<file path="config.mk">
export PLATFORM = sky130hd
export DESIGN_NAME = instr_encoder_flat
export DESIGN_NICKNAME = d
export VERILOG_FILES = /design/src/rtl/instr_encoder_if.sv /design/src/rtl/instr_encoder.sv /design/src/flat_wrapper.sv
export SDC_FILE = /design/constraint.sdc
export NUM_CORES = 1
export LEC_CHECK = 0
export ABC_CLOCK_PERIOD_IN_PS = 1870
export BUFFER_PORTS_ARGS = -buffer_cell sky130_fd_sc_hd__buf_2
export CORE_ASPECT_RATIO = 1.1
export CORE_MARGIN = 5
export CORE_UTILIZATION = 25
export CTS_BUF_LIST = sky130_fd_sc_hd__clkbuf_16
export DETAILED_ROUTE_END_ITERATION = 10
export PLACE_DENSITY = 0.63
export SKIP_CTS_REPAIR_TIMING = 1
export SLEW_MARGIN = 20
export SYNTH_ARGS = -nofsm -noshare
export SYNTH_HDL_FRONTEND = slang
export SYNTH_SLANG_ARGS = --single-unit
</file>
<file path="constraint.sdc">
create_clock -name clk -period 1.87 [get_ports clk]
set_input_delay 0.187 -clock clk [delete_from_list [all_inputs] [get_ports clk]]
set_output_delay 0.187 -clock clk [all_outputs]
set_load 0.1 [all_outputs]
</file>
<file path="src/rtl/instr_encoder_if.sv">
// rtl/instr_encoder_if.sv - request and instruction-memory bus bundle for instr_encoder
//
// Purpose : groups the instruction request handshake/fields and the
//           instruction-memory write bus into one interface.
// Signals : in_valid/in_ready        request handshake
//           in_op                    mnemonic code (0..13 supported)
//           in_rs/in_rt/in_rd/in_shamt, in_funct, in_imm, in_target  fields
//           mem_we/mem_addr/mem_wdata  write strobe, word address, word
//           mem_ready                memory has taken the write
// Modports: master = request source / memory side, slave = encoder side.
interface instr_encoder_if;
  logic        in_valid;
  logic        in_ready;
  logic [3:0]  in_op;
  logic [4:0]  in_rs;
  logic [4:0]  in_rt;
  logic [4:0]  in_rd;
  logic [4:0]  in_shamt;
  logic [5:0]  in_funct;
  logic [15:0] in_imm;
  logic [25:0] in_target;
  logic        mem_we;
  logic [7:0]  mem_addr;
  logic [31:0] mem_wdata;
  logic        mem_ready;

  modport master (
    output in_valid, in_op, in_rs, in_rt, in_rd, in_shamt, in_funct,
           in_imm, in_target, mem_ready,
    input  in_ready, mem_we, mem_addr, mem_wdata
  );

  modport slave (
    input  in_valid, in_op, in_rs, in_rt, in_rd, in_shamt, in_funct,
           in_imm, in_target, mem_ready,
    output in_ready, mem_we, mem_addr, mem_wdata
  );
endinterface

</file>
<file path="src/rtl/instr_encoder.sv">
// rtl/instr_encoder.sv - encodes MIPS-style instruction requests and writes them to instruction memory
//
// Purpose : accepts one instruction request at a time, encodes it into a
//           32-bit word and writes it to consecutive memory words starting
//           at address 0. After writing address 255 it stops in FULL until
//           clear. Unsupported ops (14, 15) are swallowed and flag err_unsup.
// Ports   : clk          rising-edge clock
//           rst_n        asynchronous active-low reset
//           clear        synchronous restart, beats every other event
//           bus          instr_encoder_if.slave (request + memory bus)
//           full         all 256 words written
//           err_unsup    sticky: an unsupported op was seen
//           instr_count  completed writes (saturating)
// Config  : ENC_COUNT_EN - when defined, instr_count is a live counter;
//           otherwise it is tied to zero and no counter register exists.
module instr_encoder (
  input  logic            clk,
  input  logic            rst_n,
  input  logic            clear,
  instr_encoder_if.slave  bus,
  output logic            full,
  output logic            err_unsup,
  output logic [15:0]     instr_count
);

  typedef enum logic [1:0] {
    IDLE  = 2'd0,
    WRITE = 2'd1,
    FULL  = 2'd2
  } state_t;

  state_t      state;
  state_t      state_nxt;

  logic [7:0]  addr_q;
  logic [31:0] wdata_q;
  logic        err_q;

  logic        in_ready_c;
  logic        mem_we_c;
  logic        full_c;
  logic        accept;
  logic        write_done;

  logic        supported;
  logic [5:0]  opcode;
  logic [31:0] enc_word;

  // Opcode lookup; ops 14 and 15 fall through as unsupported.
  always_comb begin
    opcode    = 6'b000000;
    supported = 1'b1;
    case (bus.in_op)
      4'd0:    opcode = 6'b000000;  // R
      4'd1:    opcode = 6'b000010;  // J
      4'd2:    opcode = 6'b000011;  // JAL
      4'd3:    opcode = 6'b000100;  // BEQ
      4'd4:    opcode = 6'b000101;  // BNE
      4'd5:    opcode = 6'b001000;  // ADDI
      4'd6:    opcode = 6'b001010;  // SLTI
      4'd7:    opcode = 6'b001011;  // SLTIU
      4'd8:    opcode = 6'b001100;  // ANDI
      4'd9:    opcode = 6'b001101;  // ORI
      4'd10:   opcode = 6'b001110;  // XORI
      4'd11:   opcode = 6'b001111;  // LUI
      4'd12:   opcode = 6'b100011;  // LW
      4'd13:   opcode = 6'b101011;  // SW
      default: supported = 1'b0;
    endcase
  end

  // Word formats: R, J-type and I-type. LUI has no source register, so
  // its rs field is zeroed regardless of what the requester supplied.
  always_comb begin
    enc_word = 32'd0;
    case (bus.in_op)
      4'd0:       enc_word = {opcode, bus.in_rs, bus.in_rt, bus.in_rd,
                              bus.in_shamt, bus.in_funct};
      4'd1, 4'd2: enc_word = {opcode, bus.in_target};
      4'd11:      enc_word = {opcode, 5'b00000, bus.in_rt, bus.in_imm};
      default:    enc_word = {opcode, bus.in_rs, bus.in_rt, bus.in_imm};
    endcase
  end

  always_ff @(posedge clk or negedge rst_n) begin
    if (!rst_n) begin
      state <= IDLE;
    end else begin
      state <= state_nxt;
    end
  end

  // Next state and handshake outputs. accept/write_done are gated by clear
  // so a restart pulse wins over a request or a memory acknowledge landing
  // on the same edge.
  always_comb begin
    state_nxt  = state;
    in_ready_c = 1'b0;
    mem_we_c   = 1'b0;
    full_c     = 1'b0;
    accept     = 1'b0;
    write_done = 1'b0;
    case (state)
      IDLE: begin
        in_ready_c = 1'b1;
        accept     = bus.in_valid && !clear;
        if (accept && supported) begin
          state_nxt = WRITE;
        end
      end
      WRITE: begin
        mem_we_c   = 1'b1;
        write_done = bus.mem_ready && !clear;
        if (write_done) begin
          state_nxt = (addr_q == 8'hFF) ? FULL : IDLE;
        end
      end
      FULL: begin
        full_c = 1'b1;
      end
      default: begin
        state_nxt = IDLE;
      end
    endcase
    if (clear) begin
      state_nxt = IDLE;
    end
  end

  always_ff @(posedge clk or negedge rst_n) begin
    if (!rst_n) begin
      addr_q  <= 8'd0;
      wdata_q <= 32'd0;
      err_q   <= 1'b0;
    end else if (clear) begin
      addr_q  <= 8'd0;
      err_q   <= 1'b0;
    end else begin
      if (accept && supported) begin
        wdata_q <= enc_word;
      end
      if (accept && !supported) begin
        err_q <= 1'b1;
      end
      // The last word keeps its address; FULL is the only way out.
      if (write_done && (addr_q != 8'hFF)) begin
        addr_q <= addr_q + 8'd1;
      end
    end
  end

`ifdef ENC_COUNT_EN
  logic [15:0] count_q;

  always_ff @(posedge clk or negedge rst_n) begin
    if (!rst_n) begin
      count_q <= 16'd0;
    end else if (clear) begin
      count_q <= 16'd0;
    end else if (write_done && (count_q != 16'hFFFF)) begin
      count_q <= count_q + 16'd1;
    end
  end

  assign instr_count = count_q;
`else
  assign instr_count = 16'd0;
`endif

  assign bus.in_ready  = in_ready_c;
  assign bus.mem_we    = mem_we_c;
  assign bus.mem_addr  = addr_q;
  assign bus.mem_wdata = wdata_q;
  assign full          = full_c;
  assign err_unsup     = err_q;

endmodule
</file>
<file path="src/flat_wrapper.sv">
// flat-port wrapper written by rule: the top's interface ports become plain ports
module instr_encoder_flat 
  (clk, rst_n, clear, full, err_unsup, instr_count, bus_in_valid, bus_in_op, bus_in_rs, bus_in_rt, bus_in_rd, bus_in_shamt, bus_in_funct, bus_in_imm, bus_in_target, bus_mem_ready, bus_in_ready, bus_mem_we, bus_mem_addr, bus_mem_wdata);
  instr_encoder_if bus_i ();
  input  logic clk;
  input  logic rst_n;
  input  logic clear;
  output logic full;
  output logic err_unsup;
  output logic [15:0] instr_count;
  input wire logic [$bits(bus_i.in_valid)-1:0] bus_in_valid;
  input wire logic [$bits(bus_i.in_op)-1:0] bus_in_op;
  input wire logic [$bits(bus_i.in_rs)-1:0] bus_in_rs;
  input wire logic [$bits(bus_i.in_rt)-1:0] bus_in_rt;
  input wire logic [$bits(bus_i.in_rd)-1:0] bus_in_rd;
  input wire logic [$bits(bus_i.in_shamt)-1:0] bus_in_shamt;
  input wire logic [$bits(bus_i.in_funct)-1:0] bus_in_funct;
  input wire logic [$bits(bus_i.in_imm)-1:0] bus_in_imm;
  input wire logic [$bits(bus_i.in_target)-1:0] bus_in_target;
  input wire logic [$bits(bus_i.mem_ready)-1:0] bus_mem_ready;
  output wire logic [$bits(bus_i.in_ready)-1:0] bus_in_ready;
  output wire logic [$bits(bus_i.mem_we)-1:0] bus_mem_we;
  output wire logic [$bits(bus_i.mem_addr)-1:0] bus_mem_addr;
  output wire logic [$bits(bus_i.mem_wdata)-1:0] bus_mem_wdata;
  assign bus_i.in_valid = bus_in_valid;
  assign bus_i.in_op = bus_in_op;
  assign bus_i.in_rs = bus_in_rs;
  assign bus_i.in_rt = bus_in_rt;
  assign bus_i.in_rd = bus_in_rd;
  assign bus_i.in_shamt = bus_in_shamt;
  assign bus_i.in_funct = bus_in_funct;
  assign bus_i.in_imm = bus_in_imm;
  assign bus_i.in_target = bus_in_target;
  assign bus_i.mem_ready = bus_mem_ready;
  assign bus_in_ready = bus_i.in_ready;
  assign bus_mem_we = bus_i.mem_we;
  assign bus_mem_addr = bus_i.mem_addr;
  assign bus_mem_wdata = bus_i.mem_wdata;
  instr_encoder u_core (.clk(clk), .rst_n(rst_n), .clear(clear), .bus(bus_i), .full(full), .err_unsup(err_unsup), .instr_count(instr_count));
endmodule
</file>
Word level (Yosys, flattened, before mapping)
Index checks and enable logic that the tools add are counted.

storage, ports and cells
  register bits after elaboration = 43
  input bits = 77
  output and inout port bits = 60
  logic and storage cells = 59

cells by class
  add/sub/neg operators = 1
  eq/ne operators = 20
  mux-type cells = 17
  bitwise logic cells = 1
  reductions and logical operators = 16

operators by type and width
  operator                                                                 count
  26-bit one-hot mux with 3 select lines                                   1
  6-bit one-hot mux with 13 select lines                                   1
  4-bit == test, second input constant                                     6
  4-bit by 3-bit == test with 1-bit output, second input constant          4
  8-bit 2-to-1 mux                                                         2
  14-bit OR reduction                                                      1
  8-bit by 1-bit adder with 8-bit output, second input constant            1
  4-bit by 2-bit == test with 1-bit output, second input constant          2
  8-bit == test, second input constant                                     1
  1-bit 2-to-1 mux                                                         8
  2-bit 2-to-1 mux                                                         4
  8-bit inequality test, second input constant                             1
  1-bit logical AND                                                        6
  3-bit by 2-bit inequality test with 1-bit output, second input constant  2
  2-bit one-hot mux with 3 select lines                                    1
  4-bit by 1-bit == test with 1-bit output, second input constant          1
  4-bit logical NOT                                                        1
  2-bit nonzero test                                                       2
  3-bit AND reduction                                                      1
  2-bit by 1-bit == test with 1-bit output, second input constant          1
  2-bit == test, second input constant                                     1
  1-bit logical NOT                                                        2
  2-bit logical NOT                                                        1
  2-bit inequality test, second input constant                             1
  3 further kinds                                                          3

Longest topological paths before layout
Gate-level depths: netlist of the first run.

  depth after elaboration = 7
  mapped depth = 7
  depth with buffers taken out = 5

Least setup slack after synthesis of the first run
No wires, ideal clock.

  path type = register to register
  from = register u_core.state[1]
  to = register u_core.state[1]
  setup time = 0.070 ns
  arrival = 2.133 ns
  data required time = 1.800 ns
  setup slack = -0.333 ns
  cell stages (with the launch flop) = 3
  path buffers = 0
  clock period less this slack = 2.203 ns
  cell sequence = dfrtp_1 nor2b_1 a22o_1

on the way
  cells in the longest elaborated chain, start to end = 3
  elaborated cells between the ends (all ways) = 9
  classes of those cells = 5 x eq/ne; 2 x mux; 2 x reduce/logical

ends and longest elaborated chain
  item                                                                                RTL line              source
  from (decl)                                                                         instr_encoder.sv:32   state_t state;
  from (signal assigned)                                                              instr_encoder.sv:89   state <= state_nxt;
  2-bit by 1-bit == test with 1-bit output (tied with other cells)                    instr_encoder.sv:103  case (state)
  3-bit by 2-bit inequality test with 1-bit output (no line) (tied with other cells)  n/a
  3-bit AND reduction (no line) / 2-bit 2-to-1 mux (equally long branches)            n/a

Several ways; a longest one is shown, not always the timed one.
A chain may end at the register's enable or synchronous reset.

Final worst setup path of the first run
  from = register u_core.state[0]
  to = register u_core.wdata_q[28] (netlist: u_core.bus.mem_wdata[28])

on the way
  cells in the longest elaborated chain, start to end = 4

ends and longest elaborated chain
  item                           RTL line              source
  2-bit logical NOT              instr_encoder.sv:103
  1-bit 2-to-1 mux               instr_encoder.sv:103
  1-bit logical AND              instr_encoder.sv:139  if (accept && supported) begin
  2-bit AND reduction (no line)  n/a
  to (signal assigned)           instr_encoder.sv:140  wdata_q <= enc_word;
  to (decl)                      instr_encoder.sv:36   logic [31:0] wdata_q;

Every way passes these cells.

==> out/results.txt, run 1 <==
fmax - 620.4 MHz
# DRC - 0
pwr dens - 1254 nW/um2
H-tree depth - 2
met2 usage - 20.41%
grt peak-use layer - met2
CP delay by family, top - simple AND/OR/NAND/NOR gates
Finished Core Util - 33.99%
remaining global-route overflow - 0
Slew Limit Fails - 0
Gate power share - 46.8%
Clock Tree Root - clkbuf_16
Warnings, synthesis - 0
clk sinks - 42
Clock Skews - 0.001707 ns
commonest non-fill, non-tap cell in the layout - buf_2
Least-Margin Pin Slew - 0.6408 ns
post-DR wirelength/cell - 14.48 um
Avg Cell Area, Syn - 9.962 um2
Final Cycle Share - 86.20%
Worst EP arrival - 1.77 ns
Die ar. - 11,530 um2
GRT met3 Usage - 3.480%
DR iter-0 viols - 73
required time worst endpoint - 2.03 ns
Reg power frac - 28.6%
Initial Util - 25.48%
Worst Setup End Kind - flop
cell area after synthesis - 2371 um2
Unique masters post-synth - 46
Worst-Skew Late Latency - 0.28 ns
count of final hold-check violations - 0
largest net degree at the start of global routing - 54
Die Span Y - 112.1 um
Int Power - 1.982 mW
vias in the first global route - 2,159
GRT Resource Usage Total - 11.11%
row cnt - 37
core area - 9305 um2
vias post-DR - 2,244
Die X - 102.9 um
worst-path cell chain - or4b_1 > a221o_1
Clock Tree Buf Depth - 2
status - complete, no violations
Routed Antenna Nets - 0
Avg Vias per Cell - 4.754
kind of critical path - flop to flop
Max Cap Viol - 0
area delta synth->final - 33.40%
RSZ-0062 raised after global routing - false
hpwl dp - 5.251 mm
most frequent cells in the layout - buf_2, nor2_1, dfrtp_1
Seq cells post-synth - 42
Net Sw Frac - 50.01%
gpl congestion - 0.7691
Finish-stage setup viols - 0
worst vdd ir - 459.0 uV
HP Class - primary input to flop
layout cells sized above 1 - 44.63%
drt total wl - 6.834 mm
Critical Path Fanout Max - 6
IO Port Bufs - 119
drt pass-1 iters - 5
IO Pins - 137
Fin Setup TNS - 0 ns
crit start category - flop
Period minus WS final - 1.612 ns
clk slew on worst S/H paths - 0.06 ns
Worst path max stage delay - 0.66 ns
first-pass GRT wire length - 10.36 mm
worst rel slew slack - 57.28%
Buf+Inv Stages, Crit Path - 0
Power Total - 3.966 mW
CTS buffer count - 5
nets - 431
register area share after synthesis - 44.33%
met1 Track Usage GR - 12.25%
initial antenna violation count - 1
CTS tree - yes
P_sw - 1.984 mW
Post-Syn Instances - 238
P_leak - 1.485 nW
slowest stage cell, crit path - or4b_1
Clk pwr share - 24.6%
## state kept, by name (all words and copies together) (netlist names)
signal	cells
u_core.bus.mem_addr	8
u_core.state	2
u_core.err_unsup	1
u_core.bus.mem_wdata	31
## worst paths after layout
path	depth (start not counted)	slack, ns	end	startpoint
setup / recovery	2	0.26	u_core.bus.mem_wdata[28]	u_core.state[0]
max in group asynchronous	3	0.71	u_core.bus.mem_wdata[15]	rst_n
hold reg to reg	1	0.50	u_core.bus.mem_addr[6]	u_core.bus.mem_addr[6]
min in group asynchronous	2	0.48	u_core.bus.mem_wdata[18]	rst_n
hold / removal	3	0.20	u_core.bus.mem_wdata[23]	bus_in_target[23]
setup reg to reg	2	0.26	u_core.bus.mem_wdata[28]	u_core.state[0]
## logic make-up (layout without fill, tap and decap cells)
| logic type | after synthesis | count (layout) | share of synthesized area [%] |
|---|---|---|---|
| buf+inv | 39 | 139 | 11.93 |
| other cells | 1 | 18 | 0.1582 |
| mux | 7 | 7 | 2.955 |
| compound gates | 74 | 74 | 23.17 |
| fa+ha+maj | 1 | 1 | 0.5276 |
| flops | 42 | 42 | 44.33 |
| xor+xnor | 3 | 3 | 1.108 |
| simple gates | 71 | 71 | 15.83 |
## layout make-up
class | instances | area [um2]
Fill cell | 959 | 6142
Multi-Input combinational cell | 173 | 1106
Sequential cell | 42 | 1061
Timing Repair Buffer | 126 | 663.1
Tap cell | 117 | 146.4
Clock buffer | 5 | 125.1
Clock inverter | 3 | 40.04
Inverter | 5 | 18.77
Antenna cell | 1 | 2.502
## power groups by stage
stage          combinational [mW]  sequential (mW)  clock [mW]
6_report                     1.85             1.14       0.976
4_1_cts                      1.87             1.14        1.03
2_1_floorplan               0.490             2.22           0
3_5_place_dp                 1.87             1.15           0
5_1_grt                      1.93             1.16        1.06
3_3_place_gp                 1.86             1.15           0
## worst reg2reg max path: stages, from the launching register on
cell and delay [ns]:
dfrtp_1 0.46, or4b_1 0.66, a221o_1 0.38
## per-layer routing
layer  part of all wire [%]  wire length, um
met2                     49             3382
met5                   0.10                7
met4                   0.98               67
met1                     38             2607
met3                     11              769
## synthesized netlist by cell type, drive strengths merged
cell / n / area share, %
mux2i: 7 / 3.0
o22ai: 3 / 0.79
a222oi: 16 / 6.8
nand2: 8 / 1.3
o41ai: 1 / 0.37
o31ai: 1 / 0.32
a22o: 1 / 0.37
nor4: 1 / 0.53
nand3: 4 / 0.84
a221oi: 1 / 0.37
dfrtp: 42 / 44
and2b: 1 / 0.42
buf: 32 / 11
nand4: 1 / 0.26
a211o: 1 / 0.37
nor2: 43 / 7.5
ha: 1 / 0.53
o221ai: 1 / 0.37
o211ai: 2 / 0.84
a221o: 1 / 0.42
and2: 2 / 0.53
conb: 1 / 0.16
inv: 5 / 0.79
a21o: 1 / 0.32
nor2b: 3 / 0.79
a32oi: 6 / 2.2
o2111ai: 1 / 0.37
or3: 2 / 0.53
o2bb2ai: 1 / 0.37
a21oi: 31 / 7.3
nor4b: 2 / 1.4
o21ai: 5 / 1.2
and4bb: 1 / 0.53
or4b: 2 / 1.0
and3: 1 / 0.26
o311ai: 1 / 0.37
clkbuf: 2 / 0.32
xor2: 3 / 1.1
## per-stage QoR
stage,cell area [um2],hold slack [ns],worst slack (ns),instances
final,3163,0.2005,0.2581,472
after global routing,3161,0.1998,0.1817,471
after CTS,3151,-0.06227,0.2564,470
after detailed placement,2985,0.2524,0.2129,462
after global placement,2985,0.2366,0.2224,462
after floorplan,2449,-0.1086,0.04849,254
Power figures use the tool's default switching activity.
==> run 2: changes to the inputs <==
PLACE_DENSITY = 0.59   (was 0.63)
==> out/results.txt, run 2 (synthesis results as in run 1) <==
# DRC - 0 (unchanged)
Initial Util - 25.48% (unchanged)
worst vdd ir - 377.8 uV (-18%)
Avg Vias per Cell - 4.681 (-1.5%)
Clock Tree Root - clkbuf_16
Clock Tree Buf Depth - 2 (unchanged)
nets - 433 (+0.46%)
remaining global-route overflow - 0 (unchanged)
clk sinks - 42 (unchanged)
Critical Path Fanout Max - 6 (unchanged)
Period minus WS final - 1.626 ns (+0.01395 ns)
Worst EP arrival - 1.44 ns (-0.33 ns)
Finished Core Util - 33.79% (-0.20 points)
Final Cycle Share - 86.95% (+0.75 points)
Routed Antenna Nets - 0 (unchanged)
initial antenna violation count - 1 (unchanged)
Worst Setup End Kind - output pin
HP Class - primary input to flop
most frequent cells in the layout - buf_2, nor2_1, dfrtp_1
count of final hold-check violations - 0 (unchanged)
GRT Resource Usage Total - 10.92% (-0.18 points)
vias in the first global route - 2,154 (-0.23%)
Clock Skews - 0.006317 ns (+0.004610 ns)
final instance area - 3144 um2 (-0.59%)
commonest non-fill, non-tap cell in the layout - buf_2
core area - 9305 um2 (unchanged)
required time worst endpoint - 1.68 ns (-0.35 ns)
hpwl dp - 5.325 mm (+1.4%)
largest net degree at the start of global routing - 35 (-35%)
CTS buffer count - 5 (unchanged)
crit start category - flop
Power Total - 3.840 mW (-3.2%)
layout cells sized above 1 - 44.94% (+0.31 points)
fmax - 615.1 MHz (-0.86%)
CTS tree - yes
pwr dens - 1221 nW/um2 (-2.6%)
Hold Slack - 0.2009 ns (+0.0004710 ns)
IO Pins - 137 (unchanged)
Largest register FFs - 31 (unchanged)
P_leak - 1.478 nW (-0.48%)
row cnt - 37 (unchanged)
drt total wl - 6.703 mm (-1.9%)
area delta synth->final - 32.61%
kind of critical path - flop to output pin
clk slew on worst S/H paths - 0.07 ns (about the same)
status - complete, no violations
DR iter-0 viols - 76 (+4.1%)
RSZ-0062 raised after global routing - false
R2R Path Start - u_core.state[0]
first-pass GRT wire length - 10.12 mm (-2.3%)
vias post-DR - 2,214 (-1.3%)
Finish-stage setup viols - 0 (unchanged)
worst rel slew slack - 57.55% (+0.28 points)
IO Port Bufs - 119 (unchanged)
Die X - 102.9 um (unchanged)
Worst-Skew Late Latency - 0.28 ns (about the same)
Fin Setup TNS - 0 ns (unchanged)
Slew Limit Fails - 0 (unchanged)
Die Span Y - 112.1 um (unchanged)
Die ar. - 11,530 um2 (unchanged)
drt pass-1 iters - 4 (-1)
worst setup path start - u_core.state[1]
post-DR wirelength/cell - 14.17 um (-2.1%)
Hold Startpoint - bus_in_target[23]
Placed Area - 2988 um2 (about the same)
Least-Margin Pin Slew - 0.6367 ns (-0.004153 ns)
gpl congestion - 0.7150 (-7.0%)
diode count - 0 (-1)
H-tree depth - 2 (unchanged)
Max Cap Viol - 0 (unchanged)
[run 2: layout make-up]
cell class | count | area [um2]
flip-flops and latches | 42 | 1061
multi-input cells | 173 | 1106
well taps | 117 | 146.4
clock inverters | 3 | 21.27
fillers | 1014 | 6161
repair buffers | 128 | 665.6
clock buffers | 5 | 125.1
inverters | 5 | 18.77
[run 2: worst paths after layout]
check	endpoint	slack, ns	depth (start not counted)
worst min-delay path	u_core.bus.mem_wdata[23]	0.20	3
max in group asynchronous	u_core.bus.mem_wdata[9]	0.79	3
min in group asynchronous	u_core.bus.mem_wdata[23]	0.46	2
worst max-delay path	full	0.24	2
worst max register to register	u_core.bus.mem_wdata[28]	0.25	2
worst min register to register	u_core.bus.mem_addr[4]	0.51	1
[run 2: critical path: stages (launching register included)]
cell and delay, ns:
dfrtp_1 0.48, nor2b_2 0.23, buf_2 0.45
[run 2: routing by layer]
metal | share of wire [%] | GRT usage [%] | wire (um)
met5 | 0.10 | 0 | 7
met4 | 1.1 | 3.368 | 74
met3 | 10 | 3.356 | 702
met2 | 49 | 19.25 | 3283
met1 | 39 | 12.46 | 2635
[run 2: power by group]
part	internal, mW	total [mW]	leakage, nW	switching, mW
Combinational	0.302	1.85	0.922	1.55
Sequential	1.06	1.14	0.485	0.0825
Clock	0.494	0.852	0.0698	0.358
[run 2: metrics by stage]
| step | setup slack, ns | cells |
|---|---|---|
| finish | 0.2441 | 473 |
| global route | 0.1659 | 473 |
| CTS | 0.2240 | 472 |
| detailed placement | 0.2252 | 464 |
| global placement | 0.2564 | 464 |
| floorplan | 0.04849 | 254 |
